`src/rtl/boot_rom_bus_adapter_if.sv`:
```
// Request/response bus between a core fetch/load port and the boot ROM adapter.
// The master drives requests and consumes responses; the slave grants and responds.
interface boot_rom_bus_adapter_if;
    logic        req_i;
    logic [31:0] addr_i;
    logic        we_i;
    logic        gnt_o;
    logic        rvalid_o;
    logic [31:0] rdata_o;
    logic        err_o;
    logic        rready_i;

    modport master (
        output req_i, addr_i, we_i, rready_i,
        input  gnt_o, rvalid_o, rdata_o, err_o
    );

    modport slave (
        input  req_i, addr_i, we_i, rready_i,
        output gnt_o, rvalid_o, rdata_o, err_o
    );
endinterface

```
`src/rtl/boot_rom_bus_adapter.sv`:
```
// Boot ROM bus adapter: decodes byte addresses into ROM word reads, flags illegal
// accesses, and returns responses in grant order through a credit-limited buffer.

module boot_rom_bus_adapter_chk (
    input logic CLK,
    input logic RST,
    input logic push,
    input logic full
);
    // The grant credit limit must make a push into a full buffer impossible.
    assert property (@(posedge CLK) disable iff (RST) !(push && full))
        else $error("boot_rom_bus_adapter: push into full response buffer");
endmodule

module boot_rom_bus_adapter #(
    parameter logic [31:0] BASE_ADDR  = 32'h0008_0000,
    parameter int          ROM_WORDS  = 548,
    parameter int          ROM_AW     = 10,
    parameter int          RESP_DEPTH = 2
) (
    input  logic                  CLK,
    input  logic                  RST,
    boot_rom_bus_adapter_if.slave bus,
    output logic                  rom_csn_o,
    output logic [ROM_AW-1:0]     rom_a_o,
    input  logic [31:0]           rom_q_i,
    output logic [7:0]            err_cnt_o
);
    localparam int          PTR_W     = (RESP_DEPTH > 1) ? $clog2(RESP_DEPTH) : 1;
    localparam int          CNT_W     = $clog2(RESP_DEPTH + 1);
    localparam int          OCC_W     = CNT_W + 1;
    localparam logic [31:0] ROM_BYTES = 32'(ROM_WORDS) << 2;

    logic [31:0]       off_s;
    logic              legal_s;
    logic [OCC_W-1:0]  occ_s;
    logic              gnt_s;
    logic              rom_cs_s;

    logic              pend_vld_r;
    logic              pend_err_r;
    logic [31:0]       pend_data_s;

    logic [31:0]       fifo_data_r [RESP_DEPTH];
    logic              fifo_err_r  [RESP_DEPTH];
    logic [PTR_W-1:0]  wr_ptr_r;
    logic [PTR_W-1:0]  rd_ptr_r;
    logic [CNT_W-1:0]  fifo_cnt_r;
    logic              fifo_empty_s;
    logic              fifo_full_s;
    logic              push_s;
    logic              pop_s;
    logic              fifo_pop_s;

    logic              rvalid_s;
    logic              err_s;
    logic [31:0]       rdata_s;

    logic [ROM_AW-1:0] rom_a_r;
    logic [7:0]        err_cnt_r;

    function automatic logic [PTR_W-1:0] next_ptr(input logic [PTR_W-1:0] ptr);
        if (ptr == PTR_W'(RESP_DEPTH - 1)) begin
            next_ptr = {PTR_W{1'b0}};
        end else begin
            next_ptr = ptr + PTR_W'(1);
        end
    endfunction

    // Address decode, legality check and credit-limited grant.
    always_comb begin
        off_s   = bus.addr_i - BASE_ADDR;
        legal_s = (bus.we_i == 1'b0) && (bus.addr_i[1:0] == 2'b00) && (off_s < ROM_BYTES);
        occ_s   = OCC_W'(fifo_cnt_r) + OCC_W'(pend_vld_r);
        // Same-cycle pops are deliberately not credited back to keep gnt shallow.
        gnt_s    = bus.req_i && !RST && (occ_s < OCC_W'(RESP_DEPTH));
        rom_cs_s = gnt_s && legal_s;
    end

    // Response selection: buffered head first, otherwise bypass the pending stage.
    always_comb begin
        fifo_empty_s = (fifo_cnt_r == {CNT_W{1'b0}});
        fifo_full_s  = (fifo_cnt_r == CNT_W'(RESP_DEPTH));
        pend_data_s  = pend_err_r ? 32'h0000_0000 : rom_q_i;
        if (!fifo_empty_s) begin
            rvalid_s = 1'b1;
            rdata_s  = fifo_data_r[rd_ptr_r];
            err_s    = fifo_err_r[rd_ptr_r];
        end else if (pend_vld_r) begin
            rvalid_s = 1'b1;
            rdata_s  = pend_data_s;
            err_s    = pend_err_r;
        end else begin
            rvalid_s = 1'b0;
            rdata_s  = 32'h0000_0000;
            err_s    = 1'b0;
        end
        pop_s      = rvalid_s && bus.rready_i;
        fifo_pop_s = pop_s && !fifo_empty_s;
        // ROM output is only stable for one cycle, so pending must land now unless bypassed.
        push_s     = pend_vld_r && !(fifo_empty_s && pop_s);
    end

    // Pending stage: one-cycle slot matching the ROM read latency.
    always_ff @(posedge CLK or posedge RST) begin
        if (RST) begin
            pend_vld_r <= 1'b0;
            pend_err_r <= 1'b0;
        end else begin
            pend_vld_r <= gnt_s;
            pend_err_r <= !legal_s;
        end
    end

    // Response FIFO storage, pointers and occupancy.
    always_ff @(posedge CLK or posedge RST) begin
        if (RST) begin
            for (int i = 0; i < RESP_DEPTH; i++) begin
                fifo_data_r[i] <= 32'h0000_0000;
                fifo_err_r[i]  <= 1'b0;
            end
            wr_ptr_r   <= {PTR_W{1'b0}};
            rd_ptr_r   <= {PTR_W{1'b0}};
            fifo_cnt_r <= {CNT_W{1'b0}};
        end else begin
            if (push_s) begin
                fifo_data_r[wr_ptr_r] <= pend_data_s;
                fifo_err_r[wr_ptr_r]  <= pend_err_r;
                wr_ptr_r              <= next_ptr(wr_ptr_r);
            end
            if (fifo_pop_s) begin
                rd_ptr_r <= next_ptr(rd_ptr_r);
            end
            case ({push_s, fifo_pop_s})
                2'b10:   fifo_cnt_r <= fifo_cnt_r + CNT_W'(1);
                2'b01:   fifo_cnt_r <= fifo_cnt_r - CNT_W'(1);
                default: fifo_cnt_r <= fifo_cnt_r;
            endcase
        end
    end

    // Hold the last driven ROM address between accesses.
    always_ff @(posedge CLK or posedge RST) begin
        if (RST) begin
            rom_a_r <= {ROM_AW{1'b0}};
        end else if (rom_cs_s) begin
            rom_a_r <= off_s[ROM_AW+1:2];
        end else begin
            rom_a_r <= rom_a_r;
        end
    end

    // Saturating count of error responses actually delivered.
    always_ff @(posedge CLK or posedge RST) begin
        if (RST) begin
            err_cnt_r <= 8'h00;
        end else if (pop_s && err_s && (err_cnt_r != 8'hFF)) begin
            err_cnt_r <= err_cnt_r + 8'h01;
        end else begin
            err_cnt_r <= err_cnt_r;
        end
    end

    assign bus.gnt_o    = gnt_s;
    assign bus.rvalid_o = rvalid_s;
    assign bus.rdata_o  = rdata_s;
    assign bus.err_o    = err_s;
    assign rom_csn_o    = !rom_cs_s;
    assign rom_a_o      = rom_cs_s ? off_s[ROM_AW+1:2] : rom_a_r;
    assign err_cnt_o    = err_cnt_r;

    boot_rom_bus_adapter_chk u_chk (
        .CLK  (CLK),
        .RST  (RST),
        .push (push_s),
        .full (fifo_full_s)
    );
endmodule

```
`src/flat_wrapper.sv`:
```
// flat-port wrapper written by rule: the top's interface ports become plain ports
module boot_rom_bus_adapter_flat 
#(
    parameter logic [31:0] BASE_ADDR  = 32'h0008_0000,
    parameter int          ROM_WORDS  = 548,
    parameter int          ROM_AW     = 10,
    parameter int          RESP_DEPTH = 2
)
  (CLK, RST, rom_csn_o, rom_a_o, rom_q_i, err_cnt_o, bus_req_i, bus_addr_i, bus_we_i, bus_rready_i, bus_gnt_o, bus_rvalid_o, bus_rdata_o, bus_err_o);
  boot_rom_bus_adapter_if bus_i ();
  input  logic CLK;
  input  logic RST;
  output logic rom_csn_o;
  output logic [ROM_AW-1:0] rom_a_o;
  input  logic [31:0] rom_q_i;
  output logic [7:0] err_cnt_o;
  input wire logic [$bits(bus_i.req_i)-1:0] bus_req_i;
  input wire logic [$bits(bus_i.addr_i)-1:0] bus_addr_i;
  input wire logic [$bits(bus_i.we_i)-1:0] bus_we_i;
  input wire logic [$bits(bus_i.rready_i)-1:0] bus_rready_i;
  output wire logic [$bits(bus_i.gnt_o)-1:0] bus_gnt_o;
  output wire logic [$bits(bus_i.rvalid_o)-1:0] bus_rvalid_o;
  output wire logic [$bits(bus_i.rdata_o)-1:0] bus_rdata_o;
  output wire logic [$bits(bus_i.err_o)-1:0] bus_err_o;
  assign bus_i.req_i = bus_req_i;
  assign bus_i.addr_i = bus_addr_i;
  assign bus_i.we_i = bus_we_i;
  assign bus_i.rready_i = bus_rready_i;
  assign bus_gnt_o = bus_i.gnt_o;
  assign bus_rvalid_o = bus_i.rvalid_o;
  assign bus_rdata_o = bus_i.rdata_o;
  assign bus_err_o = bus_i.err_o;
  boot_rom_bus_adapter #(.BASE_ADDR(BASE_ADDR), .ROM_WORDS(ROM_WORDS), .ROM_AW(ROM_AW), .RESP_DEPTH(RESP_DEPTH)) u_core (.CLK(CLK), .RST(RST), .bus(bus_i), .rom_csn_o(rom_csn_o), .rom_a_o(rom_a_o), .rom_q_i(rom_q_i), .err_cnt_o(err_cnt_o));
endmodule
```
`config.mk`:
```
export PLATFORM = sky130hd
export DESIGN_NAME = boot_rom_bus_adapter_flat
export DESIGN_NICKNAME = d
export VERILOG_FILES = /design/src/rtl/boot_rom_bus_adapter_if.sv /design/src/rtl/boot_rom_bus_adapter.sv /design/src/flat_wrapper.sv
export SDC_FILE = /design/constraint.sdc
export NUM_CORES = 1
export LEC_CHECK = 0
export ABC_AREA = 1
export BUFFER_PORTS_ARGS = -buffer_cell sky130_fd_sc_hd__buf_2
export CORE_AREA = 3 3 96 98
export CTS_BUF_LIST = sky130_fd_sc_hd__clkbuf_16
export DETAILED_ROUTE_END_ITERATION = 10
export DIE_AREA = 0 0 99 101
export HOLD_SLACK_MARGIN = 0.1
export PLACE_DENSITY = 0.77
export RECOVER_POWER = 100
export SLEW_MARGIN = 10
export SYNTH_ARGS = -nofsm -noshare
export SYNTH_HDL_FRONTEND = slang
export SYNTH_SLANG_ARGS = --single-unit
```
`constraint.sdc`:
```
create_clock -name CLK -period 9.1 [get_ports CLK]
set_input_delay 2.73 -clock CLK [delete_from_list [all_inputs] [get_ports CLK]]
set_output_delay 2.73 -clock CLK [all_outputs]
set_load 0.02 [all_outputs]
```
==> qor.csv, run 1 <==
metric;value;unit
clk_pin_slew;60;ps
grt_usage;22.9;%
portBuffers;122;
worstSetupPathType;input port to primary output;
synth_top_cell_by_area;dfrtp_1;
fin_tns_setup;0;ps
dr_total_vias;4210;
cts_made_buffers;9;
synth_fp_nets;624;
drc;0;
antenna_found_initial;0;
ir_drop;160;uV
synth_seq_cells;90;
yosysMostFrequentCell;nand2_1;
start_kind;input port;
crit_fanout;12;
critPathCaptureType;primary output;
die_x;99;um
violations;capacitance limit, slew limit;
rrSetupSlack;4030;ps
synth_flop_cell;dfrtp_1;
synth_seq_area_share;50.2;%
finalCritPeriodShare;85.1;%
clock_latency;330;ps
worst_pin_slew;2960;ps
slew_headroom;-97.9;%
drt-initial-drc-count;268;
root_buffer;clkbuf_16;
max_freq;0.129;GHz
fin_ws;1350;ps
ant_nets;0;
diodes;0;
post_cts_buffers;0;
grt_max_degree;68;
ioPinCount;123;
fin_worst_skew;7.68;ps
cp.required;6370;ps
yosysTopAreaCellShare;50.2;%
synth.top_cells.by_count;161 x nand2_1, 90 x dfrtp_1, 86 x nor2_1;
die_area;10000;um^2
synthToLayoutAreaGrowth;17.6;%
synthArstFlopShare;100;%
synthCells;552;
rsz0062_at_grt;no;
gr-total-overflow;0;
maxCapViolCount;4;
fp.dieH;101;um
hold_viol;0;
dr.pass1.iters;5;
place_ws;1400;ps
setup_viol_count_final;0;
finalMaxSlewViolations;220;
holdCritPathClass;flip-flop to flip-flop;
first_global_vias;3996;
cts_num_sinks;90;
cts_tree;yes;
grt_pass1_wl;18.7;mm
avgRoutedWirePerCell;14.7;um
period_minus_slack;7750;ps
synth.distinct_cells;32;
place_congestion;0.903;
wl;11.2;mm
coreArea;8550;um^2
power_density;258;nW/um^2
initial_core_util;52.4;%
hold_buffers;0;
cp.arrival;5020;ps
synth-edff-count;0;
drive_above_1_share;14.1;%
nNetsFinal;726;
yosysWarnings;0;
synth_area_leaders;dfrtp_1 50%, nand2_1 13%, nor2_1 7.2%;
clock_tree.buffer_depth;2;
fin_hold_ws;465;ps
status;complete, but fails checks;
syn-cell-area;4480;um^2
cts_resized;0;
hpwl;7.09;mm
htree_levels;3;
syn_avg_cell_area;8.12;um^2
vias_per_cell;5.49;
core.rowCount;34;
leakage;2.44;nW
## per-layer routing
layer,part of all wire [%],global-route usage (%),wire length [um],vias up
li1,-,-,-,2044
met1,44,30.0,4990,2009
met2,46,37.3,5220,145
met3,7.9,6.23,884,12
met4,1.3,6.93,148,0
met5,0,0,0,-
## report_power, final
part / internal, mW / leakage [nW] / switching (mW)
combinational: 0.159 / 1.06 / 0.388
sequential: 0.423 / 1.23 / 0.0215
clock: 0.213 / 0.147 / 0.155
## cell type report
type,instances,area [um^2]
Fill cell,776,3280
Sequential cell,90,2250
Multi-Input combinational cell,405,1950
Tap cell,108,135
Clock buffer,9,225
Inverter,23,87.6
Clock inverter,7,68.8
Timing Repair Buffer,125,558
## cell families (layout without fill, tap and decap cells)
group | after synthesis | count (layout) | synth area share (%)
xor+xnor | 9 | 9 | 1.76
simple gates | 285 | 285 | 25.9
fa+ha+maj | 3 | 3 | 0.837
flops | 90 | 90 | 50.2
compound gates | 108 | 108 | 15.4
buf+inv | 57 | 164 | 5.86
## critical path: stages
cell	delay [ps]
buf_2	90
inv_1	80
ha_1	200
inv_1	50
nor2_1	130
nand3_1	80
nand2_1	70
nand2_1	50
inv_1	40
nand2_1	50
nor2_1	480
nand3_1	490
nand2_1	200
nand2_1	90
clkbuf_1	170
## metrics by stage
stage	instances	total power [mW]	utilization, %	instance area [um^2]
finish	767	1.36	61.7	5270
global placement	751	1.02	59.4	5080
detailed placement	751	1.03	59.4	5080
global route	767	1.44	61.7	5270
floorplan	552	0.862	-	4480
CTS	767	1.40	62.9	5380
## flip-flops by register name, indices dropped and copies added, names as in the netlist
signal / cells
u_core.pend_vld_r: 1
u_core.fifo_data_r: 64
u_core.rom_a_r: 10
u_core.err_cnt_o: 8
u_core.fifo_cnt_r: 2
u_core.rd_ptr_r: 1
u_core.wr_ptr_r: 1
u_core.fifo_err_r: 2
u_core.pend_err_r: 1
## layout by cell type (no fill, tap or decap), drive strengths merged, types with 2 or more instances in the layout
cell,synthesis,layout
a21oi,2,2
buf,18,69
clkbuf,16,65
clkinv,1,4
dfrtp,90,90
ha,3,3
inv,22,24
nand2,165,165
nand3,14,14
nand4,12,12
nor2,90,90
nor3,2,2
o21ai,71,71
o32ai,33,33
xnor2,4,4
xor2,5,5
## final timing paths
check                                          start                  end  cells after the start
max in group asynchronous                        RST      u_core.wr_ptr_r                      3
worst min register to register     u_core.rom_a_r[0]    u_core.rom_a_r[0]                      2
worst max-delay path                  bus_addr_i[19]           rom_a_o[5]                     15
worst max register to register  u_core.fifo_cnt_r[0]  u_core.err_cnt_o[6]                      6
min in group asynchronous                        RST    u_core.rom_a_r[7]                      2
worst min-delay path               u_core.rom_a_r[0]    u_core.rom_a_r[0]                      2
(Power assumes the default switching activity.)
==> run 2: changes to the inputs <==
--- a/config.mk
+++ b/config.mk
@@ -7,12 +7,12 @@
 export LEC_CHECK = 0
 export ABC_AREA = 1
 export BUFFER_PORTS_ARGS = -buffer_cell sky130_fd_sc_hd__buf_2
-export CORE_AREA = 3 3 96 98
+export CORE_AREA = 3 3 93 95
 export CTS_BUF_LIST = sky130_fd_sc_hd__clkbuf_16
 export DETAILED_ROUTE_END_ITERATION = 10
-export DIE_AREA = 0 0 99 101
+export DIE_AREA = 0 0 96 98
 export HOLD_SLACK_MARGIN = 0.1
-export PLACE_DENSITY = 0.77
+export PLACE_DENSITY = 0.82
 export RECOVER_POWER = 100
 export SLEW_MARGIN = 10
 export SYNTH_ARGS = -nofsm -noshare
==> constraint.sdc (replaced) <==
create_clock -name CLK -period 9.53 [get_ports CLK]
set_input_delay 2.859 -clock CLK [delete_from_list [all_inputs] [get_ports CLK]]
set_output_delay 2.859 -clock CLK [all_outputs]
set_load 0.02 [all_outputs]
==> qor.csv, run 2 (synthesized netlist as in run 1, its figures left out) <==
metric;value;unit;change
post_cts_buffers;0;;unchanged
root_buffer;clkbuf_16;;
placed_area;5070;um^2;-0.15%
worstSetupPathType;flip-flop to primary output;;
setup_viol_count_final;0;;unchanged
violations;capacitance limit, slew limit;;
largest_register_ffs;64;;unchanged
p_sw;0.533;mW;-5.6%
gr-total-overflow;0;;unchanged
htree_levels;3;;unchanged
comb_power_share;39.5;%;-0.7 points
start_kind;flip-flop;;
ioPinCount;123;;unchanged
worst_pin_slew;4740;ps;+1790 ps
slew_headroom;-216;%;-120 points
dr_total_vias;4237;;+0.64%
cp.required;6670;ps;+300 ps
critPathCaptureType;primary output;;
power_density;249;nW/um^2;-3.3%
grt_pass1_wl;18.8;mm;+0.93%
dp.cells;745;;-0.80%
cts_made_buffers;9;;unchanged
vias_per_cell;5.57;;+1.4%
holdCritPathClass;flip-flop to flip-flop;;
hpwl;7.03;mm;-0.84%
swShare;40.4;%;-1.1 points
grt_max_degree;91;;+34%
min_path_cells;2;;unchanged
clock_tree.buffer_depth;2;;unchanged
core.rowCount;32;;-5.9%
wl;11.0;mm;-2.2%
fin_worst_skew;6.17;ps;-1.51 ps
worstRegToRegCells;6;;unchanged
hold_viol;0;;unchanged
hold_buffers;0;;unchanged
status;complete, but fails checks;;
cp.arrival;5370;ps;+350 ps
avgRoutedWirePerCell;14.5;um;-1.4%
nNetsFinal;726;;unchanged
ant_nets;0;;unchanged
fin_util;67.8;%;+6.1 points
fp.dieH;98;um;-3.0%
antenna_found_initial;0;;unchanged
clock_latency;330;ps;about the same
largest-register;u_core.fifo_data_r;;
stdcell_count;761;;-0.78%
diodes;0;;unchanged
drive_above_1_share;14.1;%;unchanged
coreArea;7810;um^2;-8.7%
cts_resized;0;;unchanged
ir_drop;153;uV;-4.6%
cts_tree;yes;;
die_x;96;um;-3.0%
fin_tns_setup;0;ps;unchanged
place_congestion;0.787;;-13%
first_global_vias;4161;;+4.1%
clk_pin_slew;60;ps;about the same
finalMaxSlewViolations;264;;+20%
crit_fanout;37;;+25
rsz0062_at_grt;no;;
leakage;2.45;nW;+0.19%
design_area;5290;um^2;+0.31%
dr.pass1.iters;5;;unchanged
internal_power;0.785;mW;-1.2%
final_cell_mix;164 x nand2_1, 90 x dfrtp_1, 87 x nor2_1, 70 x o21ai_0, 69 x buf_2;;
cts_num_sinks;90;;unchanged
initial_core_util;57.4;%;+5.0 points
max_freq;0.122;GHz;
clockPowerShare;28.3;%;+1.2 points
layout.cells.most_common;nand2_1;;
finalCritPeriodShare;86.4;%;
synthToLayoutAreaGrowth;18.0;%;
drc;0;;unchanged
grt_usage;24.5;%;+1.6 points
seqPwrFrac;32.1;%;-0.6 points
drt-initial-drc-count;265;;-1.1%
die_area;9410;um^2;-5.9%
period_minus_slack;8230;ps;
portBuffers;122;;unchanged
maxCapViolCount;4;;unchanged
-- run 2: cell count changes in the layout (fill, tap and decap cells not counted), sizes merged --
cell / previous run / this run
buf: 69 / 70
clkinv: 4 / 5
clkinvlp: 1 / 2
clkbuf: 65 / 64
inv: 24 / 21
bufinv: 1 / 2
-- run 2: worst paths after layout --
| path | slack, ps | to | start |
|---|---|---|---|
| max in group asynchronous | 2450 | u_core.fifo_data_r[50] | RST |
| setup reg to reg | 4060 | u_core.err_cnt_o[6] | u_core.fifo_cnt_r[0] |
| setup / recovery | 1300 | bus_err_o | u_core.fifo_cnt_r[0] |
| min in group asynchronous | 4420 | u_core.rom_a_r[3] | RST |
| hold reg to reg | 470 | u_core.rom_a_r[7] | u_core.rom_a_r[7] |
| hold / removal | 470 | u_core.rom_a_r[7] | u_core.rom_a_r[7] |
-- run 2: final cells by class --
| class | instances | area [um^2] |
|---|---|---|
| clock buffers | 9 | 225 |
| clock inverters | 7 | 93.8 |
| fillers | 683 | 2520 |
| inverters | 23 | 87.6 |
| multi-input cells | 405 | 1940 |
| flip-flops and latches | 90 | 2250 |
| well taps | 102 | 128 |
| repair buffers | 125 | 559 |
-- run 2: power by group through the flow --
stage / registers (mW) / logic, mW / clock network [mW]
3_3_place_gp: 0.432 / 0.540 / 0
6_report: 0.424 / 0.521 / 0.373
3_5_place_dp: 0.433 / 0.547 / 0
4_1_cts: 0.426 / 0.549 / 0.381
5_1_grt: 0.427 / 0.573 / 0.399
2_1_floorplan: 0.436 / 0.387 / 0
-- run 2: metal layers --
layer	wire (um)	share of wire [%]	vias to the layer above	GRT usage (%)
li1	-	-	2052	-
met1	4760	43	2029	32.8
met2	5320	48	146	39.5
met3	824	7.5	10	6.09
met4	102	0.93	0	7.00
met5	0	0	-	0
-- run 2: critical path, cell delays in order, from the launching register on --
cell     delay [ps]
dfrtp_1         430
nor2_1         2060
nand2_1        1680
o32ai_4         620
buf_2           250
-- run 2: through the flow --
| stage | power, mW | setup slack [ps] | hold slack [ps] |
|---|---|---|---|
| floorplan | 0.823 | 717 | 454 |
| global placement | 0.972 | 1800 | 449 |
| detailed placement | 0.980 | 1590 | 453 |
| CTS | 1.36 | 1560 | 470 |
| global route | 1.40 | 856 | 497 |
| finish | 1.32 | 1300 | 469 |
==> run 3: changes to the inputs <==
--- a/config.mk
+++ b/config.mk
@@ -5,15 +5,16 @@
 export SDC_FILE = /design/constraint.sdc
 export NUM_CORES = 1
 export LEC_CHECK = 0
-export ABC_AREA = 1
+export ABC_AREA = 0
 export BUFFER_PORTS_ARGS = -buffer_cell sky130_fd_sc_hd__buf_2
-export CORE_AREA = 3 3 93 95
+export CORE_AREA = 3 3 94 96
 export CTS_BUF_LIST = sky130_fd_sc_hd__clkbuf_16
 export DETAILED_ROUTE_END_ITERATION = 10
-export DIE_AREA = 0 0 96 98
+export DIE_AREA = 0 0 97 99
 export HOLD_SLACK_MARGIN = 0.1
 export PLACE_DENSITY = 0.82
 export RECOVER_POWER = 100
+export REMOVE_ABC_BUFFERS = 1
 export SLEW_MARGIN = 10
 export SYNTH_ARGS = -nofsm -noshare
 export SYNTH_HDL_FRONTEND = slang
==> qor.csv, run 3 <==
metric;value;unit;change
synth.distinct_cells;40;;+25%
portBuffers;122;;unchanged
coreArea;8130;um^2;+4.2%
grt_max_degree;78;;-14%
die_area;9600;um^2;+2.1%
initial_core_util;56.7;%;-0.69 points
diodes;0;;unchanged
grt_pass1_wl;18.0;mm;-4.5%
finalCritPeriodShare;85.1;%;-1.3 points
clock_latency;330;ps;about the same
hold_viol;0;;unchanged
syn-cell-area;4610;um^2;+2.9%
drc;0;;unchanged
ioPinCount;123;;unchanged
cp.required;6670;ps;about the same
cts_tree;yes;;
fp.dieH;99;um;+1.0%
drt-initial-drc-count;184;;-31%
syn_avg_cell_area;9.17;um^2;+13%
antenna_found_initial;0;;unchanged
clk_pin_slew;60;ps;about the same
first_global_vias;3884;;-6.7%
synth_seq_cells;90;;unchanged
gr-total-overflow;0;;unchanged
grt_usage;22.8;%;-1.8 points
synth_area_leaders;dfrtp_1 49%, o21ai_0 11%, nand2_1 8.5%;;
yosysMostFrequentCell;nand2_1;;
final_cell_mix;104 x nand2_1, 97 x o21ai_0, 89 x dfrtp_1, 67 x buf_2, 58 x clkbuf_1;;
violations;capacitance limit, slew limit;;
root_buffer;clkbuf_16;;
synth.top_cells.by_count;104 x nand2_1, 97 x o21ai_0, 90 x dfrtp_1;;
cts_num_sinks;90;;unchanged
leakage;2.39;nW;-2.4%
ir_drop;139;uV;-9.0%
maxCapViolCount;3;;-1
cts_made_buffers;9;;unchanged
avgRoutedWirePerCell;15.1;um;+4.4%
max_freq;0.123;GHz;+1.5%
cts_resized;0;;unchanged
htree_levels;3;;unchanged
fin_tns_setup;0;ps;unchanged
worstSetupPathType;input port to primary output;;
synthToLayoutAreaGrowth;17.8;%;
worstRegToRegCells;6;;unchanged
fin_hold_ws;479;ps;+9.96 ps
synthCells;503;;-8.9%
start_kind;input port;;
power_density;199;nW/um^2;-20%
hpwl;6.88;mm;-2.0%
die_x;97;um;+1.0%
finalMaxSlewViolations;192;;-27%
synth-edff-count;0;;unchanged
fin_worst_skew;7.39;ps;+1.22 ps
wl;10.8;mm;-1.9%
clock_tree.buffer_depth;2;;unchanged
vias_per_cell;5.54;;-0.55%
yosysTopAreaCellShare;48.8;%;-1.4 points
core.rowCount;33;;+3.1%
hold_buffers;0;;unchanged
ant_nets;0;;unchanged
crit_fanout;10;;-73%
synth_seq_area_share;48.8;%;-1.4 points
layout.cells.most_common;nand2_1;;
min_path_cells;2;;unchanged
nNetsFinal;678;;-6.6%
period_minus_slack;8110;ps;-120 ps
dr_total_vias;3959;;-6.6%
final.fill_count;678;;-0.73%
largest-register;u_core.fifo_data_r;;
synthArstFlopShare;100;%;unchanged
critPathCaptureType;primary output;;
drive_above_1_share;15.6;%;+1.5 points
dr.pass1.iters;4;;-1
slew_headroom;-167;%;+49 points
holdCritPathClass;flip-flop to flip-flop;;
largest_register_ffs;64;;unchanged
status;complete, but fails checks;;
synth_flop_cell;dfrtp_1;;
setup_viol_count_final;0;;unchanged
rsz0062_at_grt;no;;
place_congestion;0.763;;-3.1%
cp.arrival;5250;ps;-120 ps
worst_pin_slew;4010;ps;-738 ps
synth_top_cell_by_area;dfrtp_1;;
yosysWarnings;0;;unchanged
post_cts_buffers;0;;unchanged
-- run 3: changes by cell type in the layout (fill, tap and decap cells not counted), moves of 8 or more --
cell and change:
nand2_1 -60, inv_1 -16, nor2_1 -81, mux2i_1 +34, nand3_1 -8, o32ai_1 -32, nand4_1 -9, nor3_1 +32
nand2b_1 +35, o21ai_0 +27
-- run 3: layer usage --
layer | track usage (%) | vias up | wire (um)
met5 | 0 | - | 0
li1 | - | 1927 | -
met3 | 2.12 | 14 | 666
met4 | 7.78 | 0 | 172
met2 | 40.3 | 131 | 5370
met1 | 29.4 | 1887 | 4580
-- run 3: path summary, 6_finish.rpt --
kind | start | end | slack (ps)
worst max-delay path | bus_addr_i[19] | rom_a_o[4] | 1420
worst min-delay path | u_core.fifo_data_r[58] | u_core.fifo_data_r[58] | 480
worst max register to register | u_core.fifo_cnt_r[1] | u_core.fifo_data_r[63] | 3760
worst min register to register | u_core.fifo_data_r[58] | u_core.fifo_data_r[58] | 480
max in group asynchronous | RST | u_core.rd_ptr_r | 2510
min in group asynchronous | RST | u_core.rom_a_r[5] | 2570
-- run 3: cells by family (layout without fill, tap and decap cells) --
kind of cell | count (synthesis) | in the layout | synth area share (%)
DFF | 90 | 90 | 48.8
and+or+nand+nor | 204 | 204 | 21.3
buffers and inverters | 40 | 147 | 3.52
muxes | 47 | 47 | 10.5
AOI/OAI and AO/OA | 107 | 107 | 12.7
xor gates and xnor gates | 12 | 12 | 2.28
adders and majority gates | 3 | 3 | 0.814
-- run 3: where the power goes --
| group | internal, mW | leakage [nW] | switching [mW] |
|---|---|---|---|
| sequential | 0.406 | 1.22 | 0.0724 |
| combinational | 0.0947 | 1.03 | 0.171 |
| clock | 0.200 | 0.135 | 0.137 |
| total | 0.700 | 2.39 | 0.381 |
-- run 3: through the flow --
stage / setup WS (ps) / total power [mW] / cells / utilization [%] / instance area (um^2)
2_1_floorplan: 2220 / 0.638 / 467 / - / 4470
4_1_cts: 1880 / 1.09 / 715 / 68.2 / 5550
6_report: 1420 / 1.08 / 715 / 66.8 / 5440
5_1_grt: 1100 / 1.13 / 715 / 66.8 / 5440
3_5_place_dp: 1870 / 0.757 / 700 / 64.7 / 5260
3_3_place_gp: 1930 / 0.755 / 700 / 64.7 / 5260
-- run 3: worst max-delay path, cell delays in order --
cell	delay, ps
clkbuf_1	110
inv_1	50
ha_1	260
nor4b_1	210
nand4_1	120
a211oi_1	380
o2111ai_1	550
mux2_1	530
clkbuf_1	180
-- run 3: final cells by class --
class                           instances  area (um^2)  area share, %
Clock buffer                            9          225           4.14
Clock inverter                          6         58.8           1.08
Tap cell                              105          131           2.42
Multi-Input combinational cell        373         2170           40.0
Sequential cell                        90         2250           41.5
Timing Repair Buffer                  128          576           10.6
Inverter                                4         16.3          0.299
